`src/rtl/idex_hazard_ctrl.sv`:
```
// ID/EX interlock controller: load-use stalls, branch flush bubbles and
// registered EX operand forwarding selects from a shadow of in-flight writers.
module idex_hazard_ctrl #(
    parameter int unsigned RFA_W     = 4,
    parameter int unsigned FLUSH_CYC = 2
) (
    input  logic             clock,
    input  logic             reset,
    input  logic             id_valid,
    input  logic [RFA_W-1:0] id_src1,
    input  logic             id_src1_used,
    input  logic [RFA_W-1:0] id_src2,
    input  logic             id_src2_used,
    input  logic [RFA_W-1:0] id_dst,
    input  logic             id_wr_en,
    input  logic             id_is_load,
    input  logic             ex_branch_taken,
    output logic             stall_if,
    output logic             flush_ifid,
    output logic             idex_en,
    output logic             idex_bubble,
    output logic [1:0]       fwd1_sel,
    output logic [1:0]       fwd2_sel,
    output logic             busy
);

    localparam int unsigned      CNT_W      = 3;
    localparam logic [CNT_W-1:0] CNT_RELOAD = CNT_W'(FLUSH_CYC - 1);
    localparam logic [1:0]       FWD_GPR    = 2'b00;
    localparam logic [1:0]       FWD_EXMEM  = 2'b01;
    localparam logic [1:0]       FWD_MEMWB  = 2'b10;

    typedef enum logic [1:0] {
        ST_RUN   = 2'd0,
        ST_STALL = 2'd1,
        ST_FLUSH = 2'd2
    } state_t;

    typedef struct packed {
        logic             v;
        logic [RFA_W-1:0] dst;
        logic             wr;
        logic             ld;
    } ex_slot_t;

    // A MEM-stage load result is already forwardable, so the load flag is not kept.
    // WB-stage producers are covered by the register file's write-before-read.
    typedef struct packed {
        logic             v;
        logic [RFA_W-1:0] dst;
        logic             wr;
    } mem_slot_t;

    state_t           state_q, state_d;
    logic [CNT_W-1:0] cnt_q, cnt_d;
    ex_slot_t         ex_q, ex_d;
    mem_slot_t        mem_q, mem_d;
    logic [1:0]       fwd1_q, fwd1_d;
    logic [1:0]       fwd2_q, fwd2_d;
    logic             s1_ex, s2_ex, s1_mem, s2_mem, load_use;

    // Source-to-slot matches; r0 is hardwired and never matches.
    always_comb begin
        s1_ex    = id_src1_used && (id_src1 != '0) && ex_q.v && ex_q.wr && (ex_q.dst == id_src1);
        s2_ex    = id_src2_used && (id_src2 != '0) && ex_q.v && ex_q.wr && (ex_q.dst == id_src2);
        s1_mem   = id_src1_used && (id_src1 != '0) && mem_q.v && mem_q.wr && (mem_q.dst == id_src1);
        s2_mem   = id_src2_used && (id_src2 != '0) && mem_q.v && mem_q.wr && (mem_q.dst == id_src2);
        load_use = id_valid && (s1_ex || s2_ex) && ex_q.ld;
    end

    always_comb begin
        state_d     = state_q;
        cnt_d       = cnt_q;
        stall_if    = 1'b0;
        flush_ifid  = 1'b0;
        idex_bubble = 1'b0;
        case (state_q)
            ST_RUN, ST_STALL: begin
                if (ex_branch_taken) begin
                    flush_ifid  = 1'b1;
                    idex_bubble = 1'b1;
                    cnt_d       = CNT_RELOAD;
                    state_d     = (FLUSH_CYC > 1) ? ST_FLUSH : ST_RUN;
                end else if ((state_q == ST_RUN) && load_use) begin
                    stall_if    = 1'b1;
                    idex_bubble = 1'b1;
                    state_d     = ST_STALL;
                end else begin
                    state_d = ST_RUN;
                end
            end
            ST_FLUSH: begin
                flush_ifid  = 1'b1;
                idex_bubble = 1'b1;
                if (ex_branch_taken) begin
                    cnt_d = CNT_RELOAD;
                end else begin
                    if (cnt_q != '0) begin
                        cnt_d = cnt_q - CNT_W'(1);
                    end
                    if (cnt_q <= CNT_W'(1)) begin
                        state_d = ST_RUN;
                    end
                end
            end
            default: begin
                state_d = ST_RUN;
                cnt_d   = '0;
            end
        endcase
    end

    // Shadow pipeline shift and forward selects for the instruction entering EX.
    always_comb begin
        ex_d.v    = id_valid & ~idex_bubble;
        ex_d.dst  = id_dst;
        ex_d.wr   = id_wr_en;
        ex_d.ld   = id_is_load;
        mem_d.v   = ex_q.v;
        mem_d.dst = ex_q.dst;
        mem_d.wr  = ex_q.wr;
        fwd1_d    = FWD_GPR;
        fwd2_d    = FWD_GPR;
        if (!idex_bubble) begin
            if (s1_ex && !ex_q.ld) begin
                fwd1_d = FWD_EXMEM;
            end else if (s1_mem) begin
                fwd1_d = FWD_MEMWB;
            end
            if (s2_ex && !ex_q.ld) begin
                fwd2_d = FWD_EXMEM;
            end else if (s2_mem) begin
                fwd2_d = FWD_MEMWB;
            end
        end
    end

    always_ff @(posedge clock) begin
        if (reset) begin
            state_q <= ST_RUN;
            cnt_q   <= '0;
            ex_q    <= '0;
            mem_q   <= '0;
            fwd1_q  <= FWD_GPR;
            fwd2_q  <= FWD_GPR;
        end else begin
            state_q <= state_d;
            cnt_q   <= cnt_d;
            ex_q    <= ex_d;
            mem_q   <= mem_d;
            fwd1_q  <= fwd1_d;
            fwd2_q  <= fwd2_d;
        end
    end

    assign idex_en  = 1'b1;
    assign fwd1_sel = fwd1_q;
    assign fwd2_sel = fwd2_q;
    assign busy     = (state_q != ST_RUN);

endmodule
```
`config.mk`:
```
export PLATFORM = sky130hd
export DESIGN_NAME = idex_hazard_ctrl
export DESIGN_NICKNAME = d
export VERILOG_FILES = /design/src/rtl/idex_hazard_ctrl.sv
export SDC_FILE = /design/constraint.sdc
export NUM_CORES = 1
export LEC_CHECK = 0
export ABC_CLOCK_PERIOD_IN_PS = 1540
export CORE_UTILIZATION = 42
export DETAILED_ROUTE_END_ITERATION = 8
export PLACE_DENSITY = 0.74
export SLEW_MARGIN = 15
export SYNTH_ARGS = -nofsm -noshare
export SYNTH_HDL_FRONTEND = slang
export SYNTH_SLANG_ARGS = --single-unit
```
`constraint.sdc`:
```
create_clock -name clock -period 1.54 [get_ports clock]
set_input_delay 0.308 -clock clock [delete_from_list [all_inputs] [get_ports clock]]
set_output_delay 0.308 -clock clock [all_outputs]
set_load 0.02 [all_outputs]
```
==> Yosys cells after proc, flatten, opt, wreduce, memory -nomap -nowiden <==
Index checks and enable logic that the tools add are counted.
{ "totals": {"register_bits": 22, "latch_bits": 0, "ram_bits": 0, "romBits": 0, "word_cells": 79, "memories": 0} }
{ "classes": {"add_sub_neg": 1, "multipliers": 0, "div": 0, "n_lt_le_gt_ge": 1, "eq_ne": 10, "n_shift": 0, "mux": 20, "bitwise": 2, "n_reduce_logical": 32} }
{ "op_table": {"columns": ["op", "n"], "rows": [
  ["1-bit logical AND", 19],
  ["4-bit == test", 4],
  ["2-bit 2-to-1 mux", 5],
  ["3-bit 2-to-1 mux", 3],
  ["1-bit 2-to-1 mux", 8],
  ["4-bit nonzero test", 2],
  ["2-bit != test (second input constant)", 3],
  ["3-bit one-hot mux with 2 select lines", 1],
  ["3-bit OR reduction", 2],
  ["1-bit one-hot mux with 2 select lines", 2],
  ["2-bit one-hot mux with 2 select lines", 1],
  ["2-bit AND reduction", 2],
  ["2-bit OR reduction", 2],
  ["3-bit by 1-bit less-or-equal comparator with 1-bit output (second input constant)", 1],
  ["3-bit != test (second input constant)", 1],
  ["3-bit nonzero test", 1],
  ["3-bit by 1-bit subtractor with 3-bit output (second input constant)", 1],
  ["2-bit by 1-bit == test with 1-bit output (second input constant)", 1],
  ["2-bit == test (second input constant)", 1],
  ["2-bit zero test", 1],
  ["2-bit nonzero test", 1],
  ["1-bit AND", 1],
  ["1-bit zero test", 1],
  ["1-bit logical OR", 1],
  ["1-bit NOT", 1]
]} }

==> Depth between registers and ports, before layout <==
Gate-level depths: netlist (run 1).
{ "logic_depth": {"ltp_word": 14, "mapped_depth": 6, "depth_no_buf": 6} }

==> Worst setup path after synthesis (run 1) <==
OpenSTA, ideal clock, no wires.
{ "synth_path": {"path_kind": "reg2out", "start": "reg ex_q[2] (netlist bit)", "end": "out idex_bubble", "arrival_time_ps": 1394, "setup_slack_ps": -162, "stages_incl_launch_ff": 5, "n_path_buf": 0, "cell_sequence": "dfxtp_1 -> xnor2_1 -> nand4_1 -> o22a_1 -> o21ai_0"} }
{ "synth_between": {"elab_chain_len": 9, "elab_cells_between_ends": 11} }
{ "synth_rtl": {"columns": ["item", "line", "rtl"], "rows": [
  ["from (decl)", "56", "ex_slot_t ex_q, ex_d;"],
  ["from (signal assigned)", "142", "ex_q <= '0;"],
  ["from (signal assigned)", "149", "ex_q <= ex_d;"],
  ["4-bit == test, on equally long branches", "64, 65", null],
  ["1-bit logical AND, on equally long branches", "64, 65", null],
  ["1-bit logical OR *", "68", "load_use = id_valid && (s1_ex || s2_ex) && ex_q.ld;"],
  ["1-bit logical AND * (2 in a row)", "68", null],
  ["1-bit logical AND *", "84", "end else if ((state_q == ST_RUN) && load_use) begin"],
  ["1-bit 2-to-1 mux *", "84", null],
  ["1-bit 2-to-1 mux *", "79", "if (ex_branch_taken) begin"],
  ["1-bit one-hot mux with 2 select lines *", "77", "case (state_q)"],
  ["to (decl)", "21", "output logic idex_bubble,"]
]} }
Every way passes the cells marked *; elsewhere a longest branch is shown, timed or not.

==> Worst setup path after layout (run 1) <==
{ "layout_path": {"start": "reg ex_q[3] (netlist bit)", "end": "out idex_bubble"} }
Same word-level chain as after synthesis.

==> implementation parameters, run 1 <==
Parameter                              Value

Timing
  Final critical path time including I/O delays and setup    1.963 ns
  Accumulated negative setup slack    -1.001 ns
  Period Utilization, post-route    1.274
  Peak Freq    509.5 MHz
  # setup viols final    5
  Pins over their slew limit    0
  Worst Slack Setup Final    -0.4227 ns
  Setup repair after global routing missed its margin    yes
  Largest clock skew in the final design    0.007474 ns
  Final count of hold timing violations    0

Layout
  Layout cell share with drive strength beyond 1    0.3609
  Nets    about 190
  Area overhead of the layout relative to synthesis    61.62%
  Core Util, Final    0.7500
  Antenna Diode Count    0

Routing
  1st-iter DRT viols    10
  Number of nets with antenna violations after detailed routing    0
  Iteration count of the initial detailed-routing pass    4
  Routed via count    1016
  Avg WL per Cell    13.08 um
  Drt total wl    2577 um
  Routed via count divided by cell count    5.157
  DRC errors left    0

Place
  RD Place Congestion    approximately 0.86
  Detail Placement HPWL    about 2000 um
  Number of port buffers    27

Yosys
  Netlist area before placement    0.001066 mm2
  Cell taking the most area after synthesis    dfxtp_1
  Arithmetic-cell share of the synthesized area counting full adders, half adders and majority gates    0.03521
  Number of instances in the synthesized netlist    113
  Portion of synthesized cell area occupied by the leading cell type    0.4131
  Share of the synthesized netlist area taken by xor and xnor gates    0.1150
  Number of warnings printed during yosys synthesis    0
  Synth top area cells    dfxtp_1 41%, xnor2_1 12%, nor2b_1 8.2%
  Share of synthesized area spent on multiplexers    0
  Sequential-to-total area share from yosys stat    0.4131
  Distinct cells, synth    30
  Net Count, Synth    between 100 and 150
  Number of flip-flops and latches in the synthesized netlist    22
  Simple-gate share of the synthesized area    0.2629
  Avg Cell Area, Syn    9.434 um2
  Largest family of logic cells by synthesized area    simple AND/OR/NAND/NOR gates
  Share of the synthesized area in compound gates (AO/OA/AOI/OAI)    0.1350

Global route
  Combined global-route utilization of all metal layers    0.2130
  Wire length of the first global-routing pass    roughly 4300 um
  Global routing usage on met3    0.04638
  Global route total overflow    0
  Via count of the first global-routing pass    between 1000 and 1500
  Most crowded layer after global routing    met2
  Met2 demand-to-capacity share in global routing    0.3692
  GRT met1 Usage    0.2535
  Pin count of the biggest net entering global routing    18
  Number of antenna violations at the first check in global routing    0

Floorplan
  Initial cell density of the core    0.4641
  Die Span Y    52.38 um
  Full die area    0.002744 mm2
  Num ports    29
  Die boundary width    about 52 um
  Placeable core region    0.002297 mm2
  Placement Rows    17

Critical path
  CP Cell Sequence    or4_4 > nand3_4 > o22a_4 > o21ai_4 > buf_6
  Endpoint required time on the critical path    around 1.2 ns
  Library cell contributing the largest single delay on the critical path    or4_4
  Reg-to-reg setup timing slack    -0.09 ns
  Category of the most critical setup path    flip-flop to output pin
  Stage delay of the slowest cell on the critical path    0.54 ns
  Data arrival time at the worst-slack endpoint    1.65 ns
  CP Max Fanout    3
  Critical Path End Type    output pin
  Crit start category    flip-flop

Run status
  Result of the run    finished, violations left
  Failing checks    setup timing

Clocking
  Max clock buf depth    2
  Cts bufs inserted    3
  Hold-fix buffer count after cts    0
  Skew-Pair Late Insertion Delay    0.29 ns
  Clk pin slew, worst setup/hold paths    between 0.1 and 0.15 ns
  Clock Tree Root    clkbuf_4
  Number of sinks on the clock net    22
  Clock tree from TritonCTS    yes
  Deepest level of the CTS H-tree    1

Pwr
  Power density cells    702.5 mW/mm2
  Peak VDD IR    approximately 0.00053 V
  Leak Pwr    0.7042 nW

Hold path
  Min-delay worst type    flip-flop to flip-flop

Job
  # Max-Cap Violations    0
-- cell usage after synthesis --
cell type  instances
a221oi_1           2
nand2_1            2
o21ai_0            3
nand3_2            2
nor3_1             7
dfxtp_1           22
nand4_1            4
conb_1             1
a211oi_1           1
xnor2_1           14
nand3_1            2
o22a_1             1
o22ai_1            1
nand4bb_1          1
and2_1             1
o211a_1            1
nor2b_1           14
buf_4              1
o31ai_1            2
a21oi_1            5
nor4_1             3
clkbuf_1           2
a31o_2             1
or3_1              2
or4_4              2
ha_1               3
a2111oi_2          2
nor2_1             3
inv_1              6
nand2b_1           2
-- sequential cells by signal, indices dropped and copies added, names as in the netlist --
register  flops
cnt_q         3
fwd1_sel      2
mem_q         6
fwd2_sel      2
ex_q          7
state_q       2
-- metrics by stage --
| step | hold WS (ns) | setup WS, ns | cells | cell area (um2) | total power, mW |
|---|---|---|---|---|---|
| 3_5_place_dp | 0.4553 | -0.9796 | 190 | 1575 | 0.8801 |
| 4_1_cts | 0.4730 | -0.4428 | 196 | 1639 | 1.191 |
| 2_1_floorplan | 0.3796 | 0.01683 | 113 | 1097 | 0.7397 |
| 5_1_grt | 0.4933 | -0.4972 | 197 | 1723 | 1.283 |
| 3_3_place_gp | 0.4389 | -0.9651 | 190 | 1575 | 0.8706 |
| 6_report | 0.4736 | -0.4227 | 197 | 1723 | 1.210 |
-- kinds of logic after synthesis --
group / count (synthesis)
xor gates and xnor gates: 14
other: 1
adders and majority gates: 3
DFF: 22
and+or+nand+nor: 45
AOI/OAI and AO/OA: 19
buffers and inverters: 9
-- cells in the final DEF (no fill, tap or decap), drive strengths merged --
| master | Yosys | layout |
|---|---|---|
| o211a | 1 | 1 |
| a21oi | 5 | 5 |
| dlymetal6s2s | 0 | 1 |
| o22a | 1 | 1 |
| and2 | 1 | 1 |
| clkdlybuf4s50 | 0 | 14 |
| nor4 | 3 | 3 |
| o31ai | 2 | 2 |
| nor3 | 7 | 7 |
| a31o | 1 | 1 |
| nand2 | 2 | 2 |
| o22ai | 1 | 1 |
| inv | 6 | 6 |
| a2111oi | 2 | 2 |
| a211oi | 1 | 1 |
| dfxtp | 22 | 22 |
| nand2b | 2 | 2 |
| nor2b | 14 | 14 |
| or3 | 2 | 2 |
| nand4bb | 1 | 1 |
| clkbuf | 2 | 4 |
| nand3 | 4 | 4 |
| or4 | 2 | 2 |
| xnor2 | 14 | 14 |
| conb | 1 | 1 |
| nor2 | 3 | 3 |
| ha | 3 | 3 |
| nand4 | 4 | 4 |
| a221oi | 2 | 2 |
| dlygate4sd2 | 0 | 9 |
| o21ai | 3 | 3 |
| buf | 1 | 31 |
-- routing by layer --
metal	share of wire	vias to the layer above
met4	0.0070	0
met2	0.51	30
li1	-	515
met5	0	-
met1	0.44	469
met3	0.043	2
-- final cells by class --
type	instances	area, um2
clock buffer	4	36.28
fill	166	574.3
multi-input combinational	82	699.4
timing repair buffer	55	479.2
inverter	6	22.52
sequential	22	450.4
tap	28	35.03
-- final timing paths --
kind,cells after the start,start,to
setup reg to reg,5,ex_q[3],fwd2_sel[1]
hold reg to reg,1,ex_q[1],mem_q[0]
hold / removal,1,ex_q[1],mem_q[0]
setup / recovery,5,ex_q[3],idex_bubble
-- critical path: cells and delay by family (launching register included) --
family / cells / cell delay, ns
AOI/OAI and AO/OA: 2 / 0.22
buffers and inverters: 1 / 0.13
DFF: 1 / 0.37
and+or+nand+nor: 2 / 0.62
-- report_power, final --
group,switching [mW],leakage (nW),internal (mW)
logic,0.126,0.501,0.168
registers,0.0187,0.183,0.591
clock network,0.163,0.0210,0.144
total,0.308,0.704,0.902
-- repair_timing --
action,CTS,global route
setup endpoints to repair,11,10
buffers inserted,2,2
resized for setup,35,15
pin swaps,3,5
Power figures use the tool's default switching activity.
==> run 2: changes to the inputs <==
--- a/config.mk
+++ b/config.mk
@@ -8,6 +8,7 @@
 export ABC_CLOCK_PERIOD_IN_PS = 1540
 export CORE_UTILIZATION = 42
 export DETAILED_ROUTE_END_ITERATION = 8
+export GPL_ROUTABILITY_DRIVEN = 0
 export PLACE_DENSITY = 0.74
 export SLEW_MARGIN = 15
 export SYNTH_ARGS = -nofsm -noshare
==> results of run 2 <==
Same layout as run 1: the final DEF is identical, and so are final timing and power.
